File: config.mk
export PLATFORM = sky130hd
export DESIGN_NAME = register
export DESIGN_NICKNAME = d
export VERILOG_FILES = /design/src/rtl/register_pkg.sv /design/src/rtl/register_lane.sv /design/src/rtl/register.sv
export SDC_FILE = /design/constraint.sdc
export NUM_CORES = 1
export LEC_CHECK = 0
export ABC_AREA = 1
export CORE_MARGIN = 2
export CORE_UTILIZATION = 35
export CTS_BUF_LIST = sky130_fd_sc_hd__clkbuf_4
export CTS_CLUSTER_DIAMETER = 40
export DETAILED_ROUTE_END_ITERATION = 16
export GPL_TIMING_DRIVEN = 0
export PLACE_DENSITY = 0.72
export SYNTH_ARGS = -nofsm -noshare
export SYNTH_HDL_FRONTEND = slang
export SYNTH_HIERARCHICAL = 1
export SYNTH_SLANG_ARGS = --single-unit
export TNS_END_PERCENT = 1
File: constraint.sdc
create_clock -name clk -period 0.8 [get_ports clk]
set_input_delay 0.2 -clock clk [delete_from_list [all_inputs] [get_ports clk]]
set_output_delay 0.2 -clock clk [all_outputs]
set_load 0.05 [all_outputs]
File: src/rtl/register_pkg.sv
// Shared sizing defaults and lane-count helper for the lane-masked register.
package register_pkg;

    localparam int DEFAULT_DATA_WIDTH = 16;
    localparam int DEFAULT_LANE_WIDTH = 8;

    function automatic int lane_count(input int data_width, input int lane_width);
        return (data_width + lane_width - 1) / lane_width;
    endfunction

endpackage

File: src/rtl/register_lane.sv
// One write-mask lane of the register: async reset, sync clear, hold, per-lane inhibit.
// Latency 1 edge; no backpressure.
module register_lane #(
    parameter int                 WIDTH       = 8,
    parameter logic [WIDTH-1:0]   RESET_VALUE = '0
) (
    input  logic [WIDTH-1:0] d,
    input  logic             clk,
    output logic [WIDTH-1:0] q,
    input  logic             rst,
    input  logic             hold,
    input  logic             clr,
    input  logic             wmask_n
);

    // Every control is compared against 1 so a floating (X/Z) pin falls through to a plain load.
    always_ff @(posedge clk or posedge rst) begin
        if (rst) begin
            q <= RESET_VALUE;
        end else if (clr == 1'b1) begin
            q <= RESET_VALUE;
        end else if (hold == 1'b1) begin
            q <= q;
        end else if (wmask_n == 1'b1) begin
            q <= q;
        end else begin
            q <= d;
        end
    end

endmodule

File: src/rtl/register.sv
// Lane-masked D register with hold and clear; REGISTER_PARITY_EN adds a registered parity output q_par.
// Latency 1 edge from d to q; no backpressure (hold/wmask_n simply keep stored lanes).
module register
    import register_pkg::*;
#(
    parameter int                      DATA_WIDTH  = DEFAULT_DATA_WIDTH,
    parameter logic [DATA_WIDTH-1:0]   RESET_VALUE = '0,
    parameter int                      LANE_WIDTH  = DEFAULT_LANE_WIDTH,
    localparam int                     NUM_LANES   = lane_count(DATA_WIDTH, LANE_WIDTH)
) (
    input  logic [DATA_WIDTH-1:0] d,
    input  logic                  clk,
    output logic [DATA_WIDTH-1:0] q,
    input  logic                  rst,
    input  logic                  hold,
    input  logic                  clr,
    input  logic [NUM_LANES-1:0]  wmask_n
`ifdef REGISTER_PARITY_EN
    ,
    output logic                  q_par
`endif
);

    for (genvar i = 0; i < NUM_LANES; i++) begin : g_lane
        localparam int LO = i * LANE_WIDTH;
        // The top lane is shortened when DATA_WIDTH is not a multiple of LANE_WIDTH.
        localparam int W  = (DATA_WIDTH - LO < LANE_WIDTH) ? (DATA_WIDTH - LO) : LANE_WIDTH;

        register_lane #(
            .WIDTH       (W),
            .RESET_VALUE (RESET_VALUE[LO +: W])
        ) u_lane (
            .d       (d[LO +: W]),
            .clk     (clk),
            .q       (q[LO +: W]),
            .rst     (rst),
            .hold    (hold),
            .clr     (clr),
            .wmask_n (wmask_n[i])
        );
    end

`ifdef REGISTER_PARITY_EN
    logic [DATA_WIDTH-1:0] q_next;

    // Parity is taken from the value the lanes will store, so it lands on the same edge as q.
    for (genvar j = 0; j < NUM_LANES; j++) begin : g_next
        localparam int LO = j * LANE_WIDTH;
        localparam int W  = (DATA_WIDTH - LO < LANE_WIDTH) ? (DATA_WIDTH - LO) : LANE_WIDTH;

        assign q_next[LO +: W] = (wmask_n[j] == 1'b1) ? q[LO +: W] : d[LO +: W];
    end

    always_ff @(posedge clk or posedge rst) begin
        if (rst) begin
            q_par <= ^RESET_VALUE;
        end else if (clr == 1'b1) begin
            q_par <= ^RESET_VALUE;
        end else if (hold == 1'b1) begin
            q_par <= q_par;
        end else begin
            q_par <= ^q_next;
        end
    end
`endif

endmodule

==> impl_metrics.csv <==
group,metric,value,unit
critical_path,rr_startpoint,"g_lane[1].u_lane/q[6]",
synthesis,synthTopCellsByArea,"dfrtp_1 (50%), nand3_2 (15%), nand3_1 (13%)",
drt,vias,708,
grt,grt_pass1_vias,667,
clock_network,clock_path_buffers,2,
critical_path,critical_path_arrival,0.86,ns
final_layout,antennaDiodeCount,0,
clock_network,clkLatencyLatePin,0.28,ns
drt,drt.antenna.violating_nets,0,
floorplan,die-height,51.68,µm
timing,final_period_minus_worst_setup_slack,1.056,ns
floorplan,start_util,36.32,%
synthesis,synth.distinct_cells,9,
clock_network,cts-hold-fix-buffers,0,
drt,drt_wl_total,1.747,mm
drt,drt_first_iter_violations,7,
grt,grt_max_degree,11,
floorplan,die_width,51.68,µm
drt,drt-pass1-iter-count,4,
clock_network,tritoncts.num_buffers,3,
critical_path,critPathRequiredTime,0.60,ns
final_layout,final_util,59.34,%
drt,wire_per_inst,11.34,µm
clock_network,cts.sink_count,16,
critical_path,critical_path_cell_count,1,
floorplan,fp.dieArea,0.002671,mm²
worst_hold_path,worst_hold_path_type,"input port to async pin",
timing,clock.fmax,946.8,MHz
timing,setup_viol_count_final,16,
final_layout,regMostFlops,"g_lane.u_lane/q",
synthesis,ys_ff_latch,16,
clock_network,cts_root_buf,"clkbuf_4",
critical_path,endpoint_kind,"output port",
critical_path,reg2regPathDepth,3,
grt,first_pass_grt_wire_length,2.801,mm
synthesis,synth.avg_cell_area,10.20,µm²
final_layout,fillers,216,
final_layout,final_cell_mix,"nand3_1 (20), buf_6 (18), clkdlybuf4s50_1 (17), nand2_1 (16), dfrtp_1 (15)",
critical_path,crit-reg2reg-capture,"g_lane[1].u_lane/q[6]",
grt,grt_antenna_before_repair,0,
critical_path,timing_worst_setup_path_type,"flip-flop to output port",
synthesis,synthesis.area,795.8,µm²
critical_path,crit_path_max_incr_delay,0.41,ns
timing,setup-tns-final,-3.863,ns
pwr,leakage_power,0.6549,nW
final_layout,fin_nets,149,
critical_path,number_of_buffer_and_inverter_instances_along_the_worst_setup_path,1,
final_layout,areaGrowthSynthToFinish,63.37,%
clock_network,cts.htree.levels,1,
grt,grt_remaining_overflow,0,
critical_path,critPathLaunchType,"flip-flop",
grt,grt_use_total,13.85,%
critical_path,worstPathCellList,"buf_6",
final_layout,final_layout_size_suffix_gt1_share,41.27,%
final_layout,layout_commonest_cell,"nand3_1",
run,maxCapViolCount,0,
critical_path,worst-r2r-setup-slack,0.05,ns
placed_design,dp_hpwl,1.349,mm
drt,route.detailed.vias_per_inst,4.597,
floorplan,num_io_pins,38,
clock_network,tritoncts,"done",
timing,slew_violations,0,
synthesis,synthDominantAreaCellType,"dfrtp_1",
outcome,violations_in_the_final_reports,"setup timing",
critical_path,crit_path_top_delay_cell,"dfrtp_1",
synthesis,synth.yosys.seq_area_share,50.31,%
timing,clock_skew,0,ns
pwr,power_per_cell_area,1425,mW/mm²
synthesis,synth_top_area_share,50.31,%
timing,minimum_setup_slack_in_the_final_design,-0.2562,ns
synthesis,syn-instance-count,78,
pwr,maximum_resistive_drop_on_vdd,0.001121,V
timing,worstMarginPinSlew,0.3071,ns
synthesis,syn-num-nets,100,
critical_path,crit_path_max_delay_family,"flip-flops",
floorplan,fp-row-count,17,
placed_design,place.gp.congestion,0.7243,
final_layout,layout_top_registers,"g_lane.u_lane/q (16)",
clock_network,clk_pin_slew,0.09,ns
final_layout,max_reg_flops,16,
critical_path,setup.worst_path.start,"g_lane[1].u_lane/q[6]",
drt,route.detailed.drc,0,
outcome,run_status,"complete, but fails checks",
critical_path,cp_max_fo,2,
timing,grt_setup_unrepaired,"yes",
synthesis,synthesis.yosys.warnings,6,
timing,final-hold-violation-count,0,
placed_design,buffer_ports.inserted,37,
timing,timing.slew.headroom,79.50,%
timing,fin_crit_sh,132.0,%
floorplan,core_area,0.002191,mm²
## per-layer routing
| metal | routed length (µm) | vias to the layer above | global-route usage [%] |
|---|---|---|---|
| met5 | 0 | - | 0 |
| met4 | 0 | 0 | 3.947 |
| met3 | 128 | 0 | 2.874 |
| met2 | 859 | 26 | 24.15 |
| met1 | 759 | 327 | 17.22 |
| li1 | - | 355 | - |
## cells in the mapped netlist
| cell | instances |
|---|---|
| inv_2 | 6 |
| nand2_8 | 2 |
| nor2_4 | 2 |
| nand3_2 | 12 |
| inv_1 | 2 |
| buf_6 | 2 |
| dfrtp_1 | 16 |
| nand2_1 | 16 |
| nand3_1 | 20 |
## layout make-up
class	instances	area, µm²	area share (%)
Sequential cell	16	401.6	30.90
Multi-Input combinational cell	52	342.8	26.37
Buffer	2	22.52	1.732
Tap cell	28	35.03	2.695
Timing Repair Buffer	44	437.9	33.69
Clock buffer	4	30.03	2.310
Inverter	8	30.03	2.310
## kinds of logic after synthesis
kind of cell	share of synthesized area (%)
buffers and inverters	6.604
flip-flops	50.31
AND/OR/NAND/NOR	43.08
## report_power, final
group / total, W / leakage, nW / switching (W) / internal [W]
Combinational: 0.000512 / 0.421 / 0.000289 / 0.000223
Clock: 0.000465 / 0.0184 / 0.000238 / 0.000227
Sequential: 0.000876 / 0.216 / 0.0000300 / 0.000846
Total: 0.00185 / 0.655 / 0.000557 / 0.00130
## worst max-delay path by stage
stage                       endpoint
2_1_floorplan  g_lane[0].u_lane/q[2]
3_3_place_gp                   q[14]
3_5_place_dp                   q[14]
4_1_cts                        q[12]
5_1_grt                        q[14]
6_report                       q[14]
## repair_timing
item,CTS,global route
gates resized for setup,116,0
endpoints found under the setup margin,32,16
pin swaps,2,0
setup buffers,1,6
## per-stage QoR
stage	power, W	cell area (µm²)	hold WS [ns]	setup slack, ns	std cells
6_report	0.001853	1300	0.1958	-0.2562	154
5_1_grt	0.001962	1300	0.2122	-0.2921	154
2_1_floorplan	0.001155	797.0	0.01559	-0.05926	78
3_5_place_dp	0.001375	1202	0.4933	-0.5660	143
4_1_cts	0.001870	1255	0.1925	-0.2748	148
3_3_place_gp	0.001371	1202	0.4848	-0.5675	143
(Power assumes the default switching activity.)
